$ cat config.mk
export PLATFORM = sky130hd
export DESIGN_NAME = lsu_bus_bridge
export DESIGN_NICKNAME = d
export VERILOG_FILES = /design/src/rtl/soc_bus_pkg.sv /design/src/rtl/lsu_addr_dec.sv /design/src/rtl/lsu_bus_bridge.sv
export SDC_FILE = /design/constraint.sdc
export NUM_CORES = 1
export LEC_CHECK = 0
export ABC_CLOCK_PERIOD_IN_PS = 9720
export CAP_MARGIN = 30
export CORE_MARGIN = 8
export CORE_UTILIZATION = 45
export CTS_BUF_LIST = sky130_fd_sc_hd__clkbuf_8
export DETAILED_ROUTE_END_ITERATION = 7
export MAX_ROUTING_LAYER = met4
export PLACE_DENSITY = 0.86
export SYNTH_ARGS = -nofsm -noshare
export SYNTH_HDL_FRONTEND = slang
export SYNTH_SLANG_ARGS = --single-unit
$ cat constraint.sdc
create_clock -name clk -period 9.72 [get_ports clk]
set_input_delay 2.43 -clock clk [delete_from_list [all_inputs] [get_ports clk]]
set_output_delay 2.43 -clock clk [all_outputs]
set_load 0.05 [all_outputs]
$ cat src/rtl/soc_bus_pkg.sv
// Shared types and memory-map constants for the LSU-side bus bridge.
// Holds the size encodings, the bridge FSM states and the default two-slave decode map.
package soc_bus_pkg;

   typedef enum logic [2:0] {
      RW_B  = 3'b000,
      RW_H  = 3'b001,
      RW_W  = 3'b010,
      RW_BU = 3'b100,
      RW_HU = 3'b101
   } rwtyp_e;

   typedef enum logic [1:0] {
      ST_IDLE,
      ST_ISSUE,
      ST_WAIT,
      ST_RESP
   } bridge_state_e;

   // Default map: slot 0 = 0x0xxx_xxxx, slot 1 = 0x1xxx_xxxx
   localparam logic [63:0] DEF_SLV_BASE = {32'h1000_0000, 32'h0000_0000};
   localparam logic [63:0] DEF_SLV_MASK = {32'hF000_0000, 32'hF000_0000};

   localparam logic [31:0] ERR_RDATA = 32'h0000_0000;

   function automatic logic rwtyp_legal(input logic [2:0] typ);
      case (typ)
         RW_B, RW_H, RW_W, RW_BU, RW_HU: return 1'b1;
         default:                        return 1'b0;
      endcase
   endfunction

endpackage

$ cat src/rtl/lsu_addr_dec.sv
// Combinational address decoder: one-hot slave select (lowest index wins),
// plus a misalignment flag for halfword and word accesses.
module lsu_addr_dec
   import soc_bus_pkg::*;
#(
   parameter int                   N_SLV    = 2,
   parameter logic [N_SLV*32-1:0]  SLV_BASE = DEF_SLV_BASE,
   parameter logic [N_SLV*32-1:0]  SLV_MASK = DEF_SLV_MASK
)(
   input  logic [31:0]      addr,
   input  logic [2:0]       rwtyp,
   output logic [N_SLV-1:0] sel,
   output logic             hit,
   output logic             misalign
);

   always_comb begin
      sel = '0;
      hit = 1'b0;
      for (int i = 0; i < N_SLV; i++) begin
         if (!hit && ((addr & SLV_MASK[32*i +: 32]) == SLV_BASE[32*i +: 32])) begin
            sel[i] = 1'b1;
            hit    = 1'b1;
         end
      end
   end

   always_comb begin
      misalign = 1'b0;
      case (rwtyp)
         RW_H, RW_HU: misalign = addr[0];
         RW_W:        misalign = |addr[1:0];
         default:     misalign = 1'b0;
      endcase
   end

endmodule

$ cat src/rtl/lsu_bus_bridge.sv
// Routes single-outstanding LSU requests to one of N_SLV slave ports by address,
// answering unmapped, misaligned, illegal-size and timed-out accesses with an error.
module lsu_bus_bridge
   import soc_bus_pkg::*;
#(
   parameter int                   N_SLV    = 2,
   parameter logic [N_SLV*32-1:0]  SLV_BASE = DEF_SLV_BASE,
   parameter logic [N_SLV*32-1:0]  SLV_MASK = DEF_SLV_MASK,
   parameter int unsigned          TIMEOUT  = 255
)(
   input  logic                  clk,
   input  logic                  rst,

   input  logic                  lsu_req_vld,
   output logic                  lsu_req_rdy,
   input  logic                  lsu_wen,
   input  logic [2:0]            lsu_rwtyp,
   input  logic [31:0]           lsu_addr,
   input  logic [31:0]           lsu_wdata,
   output logic                  lsu_rsp_vld,
   input  logic                  lsu_rsp_rdy,
   output logic [31:0]           lsu_rsp_rdata,
   output logic                  lsu_rsp_err,

   output logic [N_SLV-1:0]      s_req_vld,
   input  logic [N_SLV-1:0]      s_req_rdy,
   output logic                  s_wen,
   output logic [2:0]            s_rwtyp,
   output logic [31:0]           s_addr,
   output logic [31:0]           s_wdata,
   input  logic [N_SLV-1:0]      s_rsp_vld,
   input  logic [N_SLV*32-1:0]   s_rsp_rdata,
   output logic [N_SLV-1:0]      s_rsp_rdy
);

   localparam int CNT_BITS = $clog2(64'(TIMEOUT) + 64'd1);
   localparam int CNT_W    = (CNT_BITS < 8) ? 8 : ((CNT_BITS > 32) ? 32 : CNT_BITS);

   bridge_state_e      state_q, state_d;
   logic [N_SLV-1:0]   sel_q;
   logic [N_SLV-1:0]   dec_sel;
   logic               dec_hit;
   logic               dec_misalign;
   logic               req_bad;
   logic [31:0]        sel_rdata;
   logic [31:0]        rsp_rdata_q;
   logic               rsp_err_q;
   logic [CNT_W-1:0]   cnt_q;
   logic               timeout_hit;
   logic               accept;
   logic               capture;
   logic               tmo;
   logic               cnt_clr;

   lsu_addr_dec #(
      .N_SLV    (N_SLV),
      .SLV_BASE (SLV_BASE),
      .SLV_MASK (SLV_MASK)
   ) u_dec (
      .addr     (lsu_addr),
      .rwtyp    (lsu_rwtyp),
      .sel      (dec_sel),
      .hit      (dec_hit),
      .misalign (dec_misalign)
   );

   assign req_bad     = !dec_hit || dec_misalign || !rwtyp_legal(lsu_rwtyp);
   assign timeout_hit = (TIMEOUT != 0) && (cnt_q == CNT_W'(TIMEOUT - 1));

   always_comb begin
      sel_rdata = '0;
      for (int i = 0; i < N_SLV; i++) begin
         if (sel_q[i]) sel_rdata = sel_rdata | s_rsp_rdata[32*i +: 32];
      end
   end

   always_ff @(posedge clk or posedge rst) begin
      if (rst) state_q <= ST_IDLE;
      else     state_q <= state_d;
   end

   // Slave handshakes only look at the selected lane, so strays from others are dropped
   always_comb begin
      state_d     = state_q;
      lsu_req_rdy = 1'b0;
      lsu_rsp_vld = 1'b0;
      s_req_vld   = '0;
      s_rsp_rdy   = '0;
      accept      = 1'b0;
      capture     = 1'b0;
      tmo         = 1'b0;
      cnt_clr     = 1'b0;
      unique case (state_q)
         ST_IDLE: begin
            lsu_req_rdy = 1'b1;
            if (lsu_req_vld) begin
               accept  = 1'b1;
               cnt_clr = 1'b1;
               state_d = req_bad ? ST_RESP : ST_ISSUE;
            end
         end
         ST_ISSUE: begin
            s_req_vld = sel_q;
            if (|(s_req_rdy & sel_q)) begin
               cnt_clr = 1'b1;
               state_d = ST_WAIT;
            end else if (timeout_hit) begin
               tmo     = 1'b1;
               state_d = ST_RESP;
            end
         end
         ST_WAIT: begin
            s_rsp_rdy = sel_q;
            if (|(s_rsp_vld & sel_q)) begin
               capture = 1'b1;
               state_d = ST_RESP;
            end else if (timeout_hit) begin
               tmo     = 1'b1;
               state_d = ST_RESP;
            end
         end
         ST_RESP: begin
            lsu_rsp_vld = 1'b1;
            if (lsu_rsp_rdy) state_d = ST_IDLE;
         end
         default: state_d = ST_IDLE;
      endcase
   end

   always_ff @(posedge clk or posedge rst) begin
      if (rst) begin
         s_wen       <= 1'b0;
         s_rwtyp     <= 3'b000;
         s_addr      <= 32'h0;
         s_wdata     <= 32'h0;
         sel_q       <= '0;
         rsp_rdata_q <= ERR_RDATA;
         rsp_err_q   <= 1'b0;
      end else if (accept) begin
         s_wen       <= lsu_wen;
         s_rwtyp     <= lsu_rwtyp;
         s_addr      <= lsu_addr;
         s_wdata     <= lsu_wdata;
         sel_q       <= req_bad ? '0 : dec_sel;
         rsp_rdata_q <= ERR_RDATA;
         rsp_err_q   <= req_bad;
      end else if (capture) begin
         rsp_rdata_q <= s_wen ? ERR_RDATA : sel_rdata;
         rsp_err_q   <= 1'b0;
      end else if (tmo) begin
         rsp_rdata_q <= ERR_RDATA;
         rsp_err_q   <= 1'b1;
      end
   end

   // Timeout counter restarts on each entry into ISSUE and WAIT
   always_ff @(posedge clk or posedge rst) begin
      if (rst)                                           cnt_q <= '0;
      else if (cnt_clr)                                  cnt_q <= '0;
      else if (state_q == ST_ISSUE || state_q == ST_WAIT) cnt_q <= cnt_q + CNT_W'(1);
   end

   assign lsu_rsp_rdata = rsp_rdata_q;
   assign lsu_rsp_err   = rsp_err_q;

endmodule

== Word-level counts from Yosys, hierarchy flattened ==
Cells that the tools add are included.
Cells by class
  $add $sub $neg: 1
  equal/unequal tests: 11
  muxes and demuxes: 38
  bitwise operators: 3
  reduce and logical (&&, ||, !) cells: 18
Operators by type and width (number)
  $mux 32: 6
  $logic_not 32->1: 1
  $or 32x32->32: 1
  $mux 2: 9
  $mux 1: 17
  $mux 8: 2
  $add 8x1->8 const B: 1
  $eq 8x8->1 const B: 1
  $pmux 2 s4: 1
  $reduce_or 2->1: 4
  $eq 3x3->1 const B: 2
  $pmux 1 s2: 3
  $reduce_or 5->1: 1
  $and 2x2->2: 2
  $eq 2x2->1 const B: 2
  $eq 4x1->1 const B: 1
  $ne 2x2->1 const B: 2
  $eq 3x1->1 const B: 1
  $eq 3x2->1 const B: 1
  $logic_not 1->1: 3
  $logic_not 3->1: 1
  $logic_or 1x1->1: 3
  $reduce_bool 3->1: 1
  $eq 2x1->1 const B: 1
  other kinds (4): 4
Storage, ports and cells
  flip-flop bits (word level): 113
  bits of input ports: 140
  output and inout bits: 107
  logic and storage cells: 80

== Logic depth before layout (Yosys ltp) ==
  depth in word-level cells: 11
  depth in mapped cells: 8
  depth with buffers taken out: 6

== By module ==
From an unflattened synthesis, not the netlist that was laid out.
Second synthesis, totals
  cells, all modules: 384
  area, all modules: 4952.2 µm²
By module, submodules not included
  lsu_bus_bridge: times used 1, cells an instance 377, area an instance 4894.7 µm², seq. area each 2827.7 µm²
  lsu_addr_dec: times used 1, cells an instance 7, area an instance 57.6 µm², seq. area each 0.0 µm²

== Worst setup path after synthesis ==
Ideal clock, no wire load.
  path type: flip-flop to output port
  start: register sel_q[1]
  end: output port s_req_vld[1]
  arrival time: 1.236 ns
  required time: 7.290 ns
  path slack: 6.054 ns
  cell stages (with the launch flop): 4
  buffers on the path: 2
  cells stage by stage: dfrtp_1 > buf_2 > clkbuf_1 > and2_1
On the way
  cells in the longest elaborated chain, start to end: 1
RTL lines
  start: declaration: line lsu_bus_bridge.sv:40  | logic [N_SLV-1:0] sel_q;
  start signal: assignment: line lsu_bus_bridge.sv:144  | sel_q <= req_bad ? '0 : dec_sel;
  $mux 2: line lsu_bus_bridge.sv:93  | unique case (state_q)
  end: declaration: line lsu_bus_bridge.sv:25  | output logic [N_SLV-1:0] s_req_vld,
No other way between the ends.

== Worst setup path after layout ==
Ends and elaborated chain as after synthesis.

==> results.env <==
SYNTH_ENABLE_FLOP_CELLS=0
FINCLKSKEW_NS=0.0129
MULTI_INPUT_COMB_AREA_SQ_UM=1990
ROUTABILITYCONGESTION=0.863
CLK_PIN_SLEW_WORST_PATHS_NS=0.07
CTS_SINKS=113
FINAL_CRITICAL_PATH_SHARE_OF_THE_CLOCK_PERIOD=0.503
NETLIST_CELL_TYPES=33
CP-END-KIND='output pin'
ANTENNA_FOUND_INITIAL=0
LAYOUT-DRIVE-GT1-SHARE=0.0941
WORST_SKEW_PAIR.LATE_LATENCY_NS=0.42
PWRDENS_nW_PER_UM2=298
CRIT_REQUIRED_NS=7.29
WORSTSETUPSTARTPOINTTYPE='register'
UNREPAIRED_SETUP_ENDPOINTS_AFTER_GLOBAL_ROUTING='false'
DRV_SLEW=0
GRT_PASS1_VIAS=4846
SYNTH_FF_TYPE='sky130_fd_sc_hd__dfrtp_1'
MAX-SLEW-MARGIN-REL=0.404
CRIT_FANOUT=22
FINISHED_CELL_AREA_SQ_UM=7910
FP.DIEH_MICRONS=122
DETAIL_ROUTE.ITER0.VIOLATIONS=203
SETUP-VIOLATIONS-FINAL=0
DRC=0
SYN-INSTANCE-COUNT=496
STATUS='completed'
POWER.IR.VDD_WORST_V=0.000248
DRT-PASS1-ITER-COUNT=4
CTS.HOLD.BUFFERS_ADDED=0
YS.WARNINGS.COUNT=0
MAXIMUM_BUFFER_DEPTH_OF_THE_CLOCK_TREE=2
TRITONCTS='built'
FP-ROW-COUNT=38
PLACEMENT.IO_BUFFERS=246
SYNTH-ASYNC-RESET-RATIO=1.00
POSTSYNTHNETCOUNT=643
MIN_PATH_CELLS=2
WORST_R2R_ENDPOINT='lsu_rsp_rdata[30]'
DP_HPWL_MICRONS=12300
REGTOREGSTARTPOINT='state_q[1]'
SYNTH.CELL_AREA_SQ_UM=5030
HOLD_VIOL_FINAL=0
YOSYS_REGISTER_BITS=113
CORE_SQ_UM=10900
WORST_HOLD_STARTPOINT='s_addr[25]'
WORST_HOLD_PATH_TYPE='reg2reg'
WORST_EP_ARRIVAL_TIME_NS=2.46
FMAXACHIEVABLE_MHz=205
CTS-BUFFERS-INSERTED=17
TIMING_WORST_SLEW_PIN_VALUE_NS=0.894
FINAL_ANTENNA_NET_COUNT=0
TIMING.SETUP.CRITICAL_PATH_CLASS='reg2out'
GLOBAL_ROUTE.USAGE.TOTAL=0.223
RR_WORST_DEPTH=6
FILLCELLCOUNT=741
WIRELENGTH_MICRONS=16200
PERIOD_NEEDED_NS=4.89
SEQUENTIAL_CELL_AREA_SQ_UM=2830
VIAS=4498
SYNTH-SEQ-AREA-SHARE=0.562
INSERTEDDIODECOUNT=0
DOMINANT_CELLS_BY_AREA_AFTER_SYNTHESIS='sky130_fd_sc_hd__dfrtp_1 (56%), sky130_fd_sc_hd__nand2_1 (16%), sky130_fd_sc_hd__o2bb2ai_2 (9.0%), sky130_fd_sc_hd__a22oi_1 (5.2%), sky130_fd_sc_hd__ha_1 (1.7%)'
DESIGN.DIE.AREA_SQ_UM=14800
GLOBALROUTE.TOTALOVERFLOW=0
CTS_RESIZED=0
POWER.LEAKAGE_nW=3.48
POST_CTS_BUFFERS=0
SYNTHDOMINANTCELLAREASHARE=0.562
CTS_MAX_LEVEL=4
TIMING.REG2REG.SETUP_SLACK_NS=7.03
SETUP_TOTAL_NEGATIVE_SLACK_NS=0
INITIAL_UTILIZATION=0.462
HORIZONTAL_DIE_DIMENSION_MICRONS=122
POST_SYNTH.CELL_AREA_AVG_SQ_UM=10.1
HOLD_ENDPOINT='s_addr[25]'
SYNTH_AREA_LEADER_CELL='sky130_fd_sc_hd__dfrtp_1'
IOS=247
VIAS_PER_CELL=5.09
PLACED_AREA_SQ_UM=7560
MAX_CAP_VIOLATIONS=0
GRT_START_MAX_NET_PINS=75
NNETSFINAL=882
WL_PER_CELL_MICRONS=18.3
LAYOUT-AREA-OVERHEAD-VS-SYNTH_PCT=57.4
CTSROOTBUFFERMASTER='sky130_fd_sc_hd__clkbuf_8'
GLOBAL_ROUTE_WIRE_LENGTH_BEFORE_REPAIR_MICRONS=25100
-- how the worst max path moves through the flow --
| stage | start | cells past startpoint | slack [ns] | to |
|---|---|---|---|---|
| 6_report | sel_q[1] | 3 | 4.83 | s_req_vld[1] |
| 5_1_grt | sel_q[1] | 3 | 4.70 | s_req_vld[1] |
| 4_1_cts | sel_q[1] | 3 | 4.84 | s_req_vld[1] |
| 3_5_place_dp | lsu_req_vld | 5 | 4.83 | lsu_rsp_rdata[29] |
| 3_3_place_gp | lsu_req_vld | 5 | 4.99 | lsu_rsp_rdata[31] |
| 2_1_floorplan | rst | 1 | 4.30 | cnt_q[0] |
-- registers in the layout (all words and copies together), names as in the netlist --
| name | cells |
|---|---|
| lsu_rsp_rdata | 32 |
| s_addr | 32 |
| s_wdata | 32 |
| cnt_q | 8 |
| s_rwtyp | 3 |
| sel_q | 2 |
| state_q | 2 |
| lsu_rsp_err | 1 |
| s_wen | 1 |
-- logic make-up (layout without fill, tap and decap cells) --
group | Yosys count | count (layout) | synth area share
flip-flops | 113 | 113 | 0.562
AND/OR/NAND/NOR | 243 | 243 | 0.194
adder cells (fa/ha/maj) | 7 | 7 | 0.0174
AO/OA/AOI/OAI | 87 | 87 | 0.175
XOR/XNOR | 5 | 5 | 0.00871
buffers and inverters | 41 | 289 | 0.0423
-- area by class of cell --
class                   count  area share
repair buffers            252       0.319
flip-flops and latches    113       0.357
inverters                   9     0.00458
clock inverters             9      0.0119
multi-input cells         342       0.252
clock buffers              19      0.0330
well taps                 140      0.0221
-- power by group --
group / internal (mW) / total (mW) / switching (mW)
clock: 0.232 / 0.410 / 0.178
combinational: 0.399 / 1.23 / 0.827
sequential: 0.622 / 0.720 / 0.0979
total: 1.25 / 2.36 / 1.10
-- placed cells by master (no fill, tap or decap), drive strengths merged, types with 2 or more instances in the layout --
master	instances
o21ai	7
nor2	7
clkinv	6
o22ai	2
a22oi	35
clkdlybuf4s50	246
nand4	4
dfrtp	113
and2	5
or3	3
nand3	3
xor2	3
buf	6
ha	7
nor4	2
bufinv	2
xnor2	2
clkbuf	19
nor3	4
a21oi	4
inv	10
nand2	214
o2bb2ai	32
-- synthesized netlist by cell type (5+ instances only) --
cell type,number
sky130_fd_sc_hd__and2_1,5
sky130_fd_sc_hd__inv_1,9
sky130_fd_sc_hd__a22oi_1,35
sky130_fd_sc_hd__dfrtp_1,113
sky130_fd_sc_hd__o21ai_1,5
sky130_fd_sc_hd__nor2_1,7
sky130_fd_sc_hd__buf_6,7
sky130_fd_sc_hd__ha_1,7
sky130_fd_sc_hd__clkbuf_1,15
sky130_fd_sc_hd__o2bb2ai_2,30
sky130_fd_sc_hd__buf_1,5
sky130_fd_sc_hd__nand2_1,214
sky130_fd_sc_hd__buf_2,5
-- per-layer routing --
layer	up-vias	global-route usage	routed length, microns
met2	200	0.350	7600
li1	2131	-	-
met5	-	-	0
met1	2150	0.248	6510
met4	0	0.0817	237
met3	17	0.0958	1840
-- stage by stage --
| step | hold slack (ns) | std cells | setup WS, ns | total power [mW] | utilization |
|---|---|---|---|---|---|
| final | 0.473 | 884 | 4.83 | 2.36 | 0.727 |
| after global routing | 0.486 | 884 | 4.70 | 2.48 | 0.727 |
| after CTS | 0.477 | 884 | 4.84 | 2.37 | 0.727 |
| after detailed placement | 0.461 | 856 | 4.83 | 1.96 | 0.694 |
| after global placement | 0.457 | 855 | 4.99 | 1.92 | 0.692 |
| after floorplan | 0.510 | 496 | 4.30 | 1.51 | - |
-- worst max-delay path, cell delays in order (launching register included) --
cell	delay, ns
sky130_fd_sc_hd__dfrtp_1	0.71
sky130_fd_sc_hd__buf_4	0.36
sky130_fd_sc_hd__and2_1	0.17
sky130_fd_sc_hd__clkdlybuf4s50_1	0.80
No activity file was read; power rests on OpenSTA's default activity.
